**src/rtl/icb_crypto_pkg.sv**
```systemverilog
// icb_crypto_pkg: register map offsets, STATUS bit indices and the CONTROL layout
// shared by the crypto bridge ICB front-end.
package icb_crypto_pkg;
   localparam logic [7:0] OFF_CTRL  = 8'h00;
   localparam logic [7:0] OFF_STAT  = 8'h08;
   localparam logic [7:0] OFF_WDATA = 8'h10;
   localparam logic [7:0] OFF_RDATA = 8'h18;
   localparam logic [7:0] OFF_KEY0  = 8'h20;
   localparam int ST_WFULL  = 0;
   localparam int ST_REMPTY = 1;
   localparam int ST_UFLOW  = 2;
   localparam int ST_DECERR = 3;
   localparam int CTRL_W    = 7;
   typedef struct packed {
      logic       irq_en_err;
      logic       irq_en_ovf;
      logic [2:0] key_sel;
      logic       mode;
      logic       en;
   } ctrl_t;
endpackage

```
**src/rtl/icb_rsp_slot.sv**
```systemverilog
// icb_rsp_slot: one-entry ICB response register; a load in the drain cycle
// replaces the entry so back-to-back commands see no bubble.
module icb_rsp_slot #(
   parameter int DW = 64
) (
   input  logic          clk,
   input  logic          rst_n,
   input  logic          load,
   input  logic [DW-1:0] ld_rdata,
   input  logic          ld_err,
   input  logic          rsp_ready,
   output logic          rsp_valid,
   output logic [DW-1:0] rsp_rdata,
   output logic          rsp_err,
   output logic          free
);
   logic          valid_q, valid_d, err_q, err_d;
   logic [DW-1:0] rdata_q, rdata_d;
   always_comb begin
      valid_d = load || (valid_q && !rsp_ready);
      rdata_d = load ? ld_rdata : rdata_q;
      err_d   = load ? ld_err : err_q;
   end
   always_ff @(posedge clk or negedge rst_n) begin
      if (!rst_n) begin
         valid_q <= 1'b0;
         rdata_q <= '0;
         err_q   <= 1'b0;
      end else begin
         valid_q <= valid_d;
         rdata_q <= rdata_d;
         err_q   <= err_d;
      end
   end
   assign free      = !valid_q || rsp_ready;
   assign rsp_valid = valid_q;
   assign rsp_rdata = rdata_q;
   assign rsp_err   = err_q;
endmodule

```
**src/rtl/icb_crypto_slave_gen.sv**
```systemverilog
// icb_crypto_slave_gen: ICB register front-end for the crypto bridge; decodes the
// CONTROL/STATUS/WDATA/RDATA/KEYn map and holds the register file.
module icb_crypto_slave_gen
   import icb_crypto_pkg::*;
#(
   parameter int            DW        = 64,
   parameter int            AW        = 32,
   parameter logic [AW-1:0] BASE_ADDR = 32'h2000_0000,
   parameter int            NUM_KEYS  = 2
) (
   input  logic            clk,
   input  logic            rst_n,
   input  logic            icb_cmd_valid,
   output logic            icb_cmd_ready,
   input  logic [AW-1:0]   icb_cmd_addr,
   input  logic            icb_cmd_read,
   input  logic [DW-1:0]   icb_cmd_wdata,
   input  logic [DW/8-1:0] icb_cmd_wmask,
   output logic            icb_rsp_valid,
   input  logic            icb_rsp_ready,
   output logic [DW-1:0]   icb_rsp_rdata,
   output logic            icb_rsp_err,
   input  logic            wfull,
   output logic [DW-1:0]   wdata,
   output logic            wdata_vld,
   input  logic            rempty,
   input  logic [DW-1:0]   rdata,
   output logic            rdata_en,
   output logic [DW-1:0]   key,
   output logic            ctrl_en,
   output logic            ctrl_mode,
   output logic            irq
);
   localparam logic [4:0] NK = 5'(NUM_KEYS);
   ctrl_t         ctrl_q, ctrl_d, ctrl_w;
   logic [DW-1:0] key_q [NUM_KEYS];
   logic [DW-1:0] key_d [NUM_KEYS];
   logic [DW-1:0] wdata_q, wdata_d, bm, kval, rsp_d;
   logic          wdata_vld_q, wdata_vld_d, uf_q, uf_d, dec_q, dec_d;
   logic [3:0]    stat;
   logic [7:0]    off;
   logic [4:0]    kidx;
   logic          base_hit, is_ctrl, is_stat, is_wd, is_rd, is_key;
   logic          dec_err, uflow, stall, free, acc, wr_ok, stat_clr;

   assign off      = icb_cmd_addr[7:0];
   assign kidx     = off[7:3] - OFF_KEY0[7:3];
   assign base_hit = icb_cmd_addr[AW-1:8] == BASE_ADDR[AW-1:8];
   assign is_ctrl  = off == OFF_CTRL;
   assign is_stat  = off == OFF_STAT;
   assign is_wd    = off == OFF_WDATA;
   assign is_rd    = off == OFF_RDATA;
   assign is_key   = off >= OFF_KEY0 && off[2:0] == 3'd0 && kidx < NK;

   always_comb begin
      bm = '0;
      for (int i = 0; i < DW/8; i++) bm[i*8 +: 8] = {8{!icb_cmd_wmask[i]}};
      ctrl_w = ctrl_t'((icb_cmd_wdata[CTRL_W-1:0] & bm[CTRL_W-1:0]) | (ctrl_q & ~bm[CTRL_W-1:0]));
      stat = '0;
      stat[ST_WFULL]  = wfull;
      stat[ST_REMPTY] = rempty;
      stat[ST_UFLOW]  = uf_q;
      stat[ST_DECERR] = dec_q;
      kval = '0;
      key  = '0;
      for (int n = 0; n < NUM_KEYS; n++) begin
         kval = (kidx == 5'(n)) ? key_q[n] : kval;
         key  = ({2'b0, ctrl_q.key_sel} == 5'(n)) ? key_q[n] : key;
      end
   end

   // A CONTROL write selecting a missing key slot is rejected like a bad address.
   assign dec_err = !base_hit || !(is_ctrl || is_stat || is_wd || is_rd || is_key) ||
                    (icb_cmd_read ? is_wd : (is_rd || (is_ctrl && {2'b0, ctrl_w.key_sel} >= NK)));
   assign uflow         = !dec_err && icb_cmd_read && is_rd && rempty;
   assign stall         = base_hit && is_wd && !icb_cmd_read && wfull;
   assign acc           = icb_cmd_valid && free && !stall;
   assign wr_ok         = acc && !dec_err && !icb_cmd_read;
   assign stat_clr      = wr_ok && is_stat && !icb_cmd_wmask[0];
   assign icb_cmd_ready = acc;
   assign rdata_en      = acc && icb_cmd_read && is_rd && !dec_err && !rempty;

   always_comb begin
      rsp_d = (icb_cmd_read && !dec_err && !uflow) ?
              (is_ctrl ? DW'(ctrl_q) : is_stat ? DW'(stat) : is_rd ? rdata : kval) : '0;
      ctrl_d      = (wr_ok && is_ctrl) ? ctrl_w : ctrl_q;
      wdata_vld_d = wr_ok && is_wd;
      wdata_d     = wdata_vld_d ? (icb_cmd_wdata & bm) | (wdata_q & ~bm) : wdata_q;
      uf_d        = (acc && uflow) || (uf_q && !(stat_clr && icb_cmd_wdata[ST_UFLOW]));
      dec_d       = (acc && dec_err) || (dec_q && !(stat_clr && icb_cmd_wdata[ST_DECERR]));
      for (int n = 0; n < NUM_KEYS; n++)
         key_d[n] = (wr_ok && is_key && kidx == 5'(n)) ? (icb_cmd_wdata & bm) | (key_q[n] & ~bm) : key_q[n];
   end

   always_ff @(posedge clk or negedge rst_n) begin
      if (!rst_n) begin
         ctrl_q      <= '0;
         wdata_q     <= '0;
         wdata_vld_q <= 1'b0;
         uf_q        <= 1'b0;
         dec_q       <= 1'b0;
         for (int n = 0; n < NUM_KEYS; n++) key_q[n] <= '0;
      end else begin
         ctrl_q      <= ctrl_d;
         wdata_q     <= wdata_d;
         wdata_vld_q <= wdata_vld_d;
         uf_q        <= uf_d;
         dec_q       <= dec_d;
         key_q       <= key_d;
      end
   end

   icb_rsp_slot #(.DW(DW)) u_slot (
      .clk       (clk),
      .rst_n     (rst_n),
      .load      (acc),
      .ld_rdata  (rsp_d),
      .ld_err    (dec_err || uflow),
      .rsp_ready (icb_rsp_ready),
      .rsp_valid (icb_rsp_valid),
      .rsp_rdata (icb_rsp_rdata),
      .rsp_err   (icb_rsp_err),
      .free      (free)
   );

   assign wdata     = wdata_q;
   assign wdata_vld = wdata_vld_q;
   assign ctrl_en   = ctrl_q.en;
   assign ctrl_mode = ctrl_q.mode;
   assign irq       = (uf_q && ctrl_q.irq_en_ovf) || (dec_q && ctrl_q.irq_en_err);
endmodule

```
**config.mk**
```make
export PLATFORM = sky130hd
export DESIGN_NAME = icb_crypto_slave_gen
export DESIGN_NICKNAME = d
export VERILOG_FILES = /design/src/rtl/icb_crypto_pkg.sv /design/src/rtl/icb_rsp_slot.sv /design/src/rtl/icb_crypto_slave_gen.sv
export SDC_FILE = /design/constraint.sdc
export NUM_CORES = 1
export LEC_CHECK = 0
export ABC_AREA = 1
export CORE_MARGIN = 4
export CORE_UTILIZATION = 49
export DETAILED_ROUTE_END_ITERATION = 6
export GPL_TIMING_DRIVEN = 0
export PLACE_DENSITY = 0.91
export SLEW_MARGIN = 15
export SYNTH_ARGS = -nofsm -noshare
export SYNTH_HDL_FRONTEND = slang
export SYNTH_SLANG_ARGS = --single-unit
```
**constraint.sdc**
```tcl
create_clock -name clk -period 1.79 [get_ports clk]
set_input_delay 0.2685 -clock clk [delete_from_list [all_inputs] [get_ports clk]]
set_output_delay 0.2685 -clock clk [all_outputs]
set_load 0.1 [all_outputs]
```
==> impl_results.md <==
* Status: finished with violations
* Failing checks: setup timing
* Post-place instance area at 18900 um2
* Sum of negative setup slack at -108760 ps
* Most used cell, CP: buf_12
* Clk_skew at roughly 13 ps
* Post-Syn Area per Cell at 7.93 um2
* Die area at 30900 um2
* Row cnt at 61
* Post-place setup slack at -1730 ps
* TritonCTS clock tree: yes
* Synth unique cells at 33
* Fin crit share at 1.29
* Global route overflow at 0
* Final WL at roughly 58000 um
* Reg2Reg Depth at 10
* Gr usage total at 0.348
* Final Max Slew Viols at 0
* CTS sink count at between 200 and 300
* RSZ-0062 raised after global routing: true
* Worst-Margin Slew at 1030 ps
* Peak supply drop at 0.000685 V
* Synth Flop Type: dfrtp_1
* Setup violators final at 413
* Initial DRC count at 1655
* Critical Path End Type: output pin
* Hold crit path type: primary input to register
* LEAKAGE at 10.3 nW
* Synthesized cell area at about 14000 um2
* First-pass GRT wire length at 85200 um
* Syn nets at 1918
* Via count at 15.4k
* Final Util at 0.785
* DRC at 0
* Root Buffer: clkbuf_16
* Pwr dens at between 600 and 700 nW/um2
* Max incr delay on CP at 420 ps
* Critical path arrival at 2040 ps
* I/O Buffers at 367
* Sequential area share after synthesis at 0.486
* Post-Synthesis Cells at 1741
* MaxCap Viol Count at 0
* Final non-filler cell total at 2590
* NumNets Final at 2368
* Share of layout cells above drive strength 1 at 0.229
* CTS buffer count at 29
* Pin count of the biggest net entering global routing at 111
* Seq cells post-synth at 268
* H-tree levels at 1
* Final WS setup at -522 ps
* Placed cells at 2488
* Avg WL per Cell at 22.4 um
* Fmax at 432 MHz
* Die Ht at 176 um
* Vias in the first global route at 15.4k
* Area delta synth->final at 57.8%
* Worst-path clk slew at 60 ps
* Ys Warns at 0
* Post-synth EDFFs at 0
* Period minus WS final at 2310 ps
* CP required at 1520 ps
* Maximum fanout along the worst path at 8
* N_diodes at 0
* First-pass DRT Iterations at 7
* Hold path cells at 3
* Initial antenna violation count at 0
* Clock Tree Buf Depth at 3
* Core Box Area at 27800 um2
* Gp weighted congestion at 0.964
* Finished Cell Area at 21800 um2
* Routed vias/inst at 5.93
* Worst relative slew slack at 0.318
* Initial core utilization at 0.497
* Die X at about 180 um
* Ys async rst share at 1.00
* Crit-path cells: nor2_4 -> buf_12 -> nand2_8 -> clkbuf_16 -> o22ai_4 -> buf_12
* Antenna Nets Post-Route at 0
* I/O Pins at 375
* Crit path launch type: register
* Critical path type: register to output pin
* Clk_lat worst skew at 550 ps
* Hold Fails Final Rpt at 0
* Worst path slowest cell: dfrtp_1
* DP HPWL at 39000 um
## worst max-delay path: cells and delay by family (launching register included)
kind,cells,cell delay [ps]
buffers and inverters,3,560
DFF,1,420
and+or+nand+nor,2,310
AOI/OAI and AO/OA,1,190
## layout by cell type (no fill, tap or decap), types with 5 or more instances in the layout
cell	instances
clkinv_2	5
o21ai_4	57
nand4_4	15
dlygate4sd2_1	126
nand3_1	33
clkbuf_16	42
inv_1	95
inv_2	12
dfrtp_1	266
buf_4	38
clkdlybuf4s50_1	134
buf_2	29
nand4_1	132
nor2_8	5
nor2_1	29
o22ai_1	8
clkdlybuf4s15_2	26
o21ai_1	40
nor2_4	7
o21ai_0	91
clkbuf_1	31
nand2_1	636
clkbuf_8	12
o22ai_4	7
buf_8	9
a21oi_1	7
buf_6	27
nor2_2	11
nand2_2	53
clkinv_1	7
nand3_2	36
buf_12	81
o211ai_1	57
## final cells by class
type,count,area (um2)
Clock inverter,9,126
Multi-Input combinational cell,1243,7260
Clock buffer,43,848
Tap cell,378,473
Inverter,117,447
Fill cell,1771,5990
Buffer,115,1060
Sequential cell,268,6710
Timing Repair Buffer,417,4870
## per-stage QoR
stage	hold WS, ps	total power, W
floorplan	-27.1	0.00648
global placement	458	0.00717
CTS	130	0.0133
detailed placement	319	0.00719
global route	163	0.0137
finish	150	0.0134
## Yosys cell counts (7+ instances only)
cell | count | area share
buf_4 | 7 | 0.0038
buf_1 | 7 | 0.0019
buf_2 | 35 | 0.013
clkbuf_1 | 50 | 0.014
nand4_4 | 15 | 0.023
nand2_1 | 692 | 0.19
o211ai_1 | 57 | 0.031
buf_6 | 15 | 0.012
inv_1 | 105 | 0.029
nor2_1 | 40 | 0.011
o21ai_0 | 177 | 0.064
nand3_1 | 68 | 0.025
a21oi_1 | 7 | 0.0025
dfrtp_1 | 268 | 0.49
o21ai_1 | 11 | 0.0040
o22ai_1 | 15 | 0.0068
nand4_1 | 132 | 0.060
clkinv_1 | 7 | 0.0019
## report_power, final
part	total, W	switching (W)	leakage (nW)	internal [W]
sequential	0.00607	0.00000297	3.72	0.00606
clock	0.00622	0.00252	0.479	0.00369
combinational	0.00112	0.000656	6.10	0.000460
## logic make-up (layout without fill, tap and decap cells)
group	after synthesis	after routing	synth area share
DFF	268	268	0.486
adders and majority gates	2	2	0.00181
and+or+nand+nor	968	970	0.325
buffers and inverters	232	701	0.0771
AOI/OAI and AO/OA	271	271	0.111
## worst paths after layout
kind	from	slack [ps]	to
worst max-delay path	ctrl_q[4]	-520	key[0]
worst min-delay path	icb_cmd_wmask[3]	150	register
worst max register to register	u_slot.rsp_valid	-350	register
worst min register to register	u_slot.rsp_rdata[2]	480	u_slot.rsp_rdata[2]
max in group asynchronous	rst_n	450	u_slot.rsp_valid
min in group asynchronous	rst_n	320	u_slot.rsp_rdata[35]
## timing repair
action	in CTS	in global routing
setup endpoints to repair	466	439
endpoints found under the hold margin	88	0
gates resized for setup	944	156
pin swaps	48	14
cloned	8	4
buffers inserted	25	13
hold buffers	1	0
## layer usage
metal	part of all wire	track usage
met1	0.38	0.441
met2	0.48	0.588
met3	0.080	0.0517
met4	0.058	0.170
met5	0	0
(Power assumes the default switching activity.)
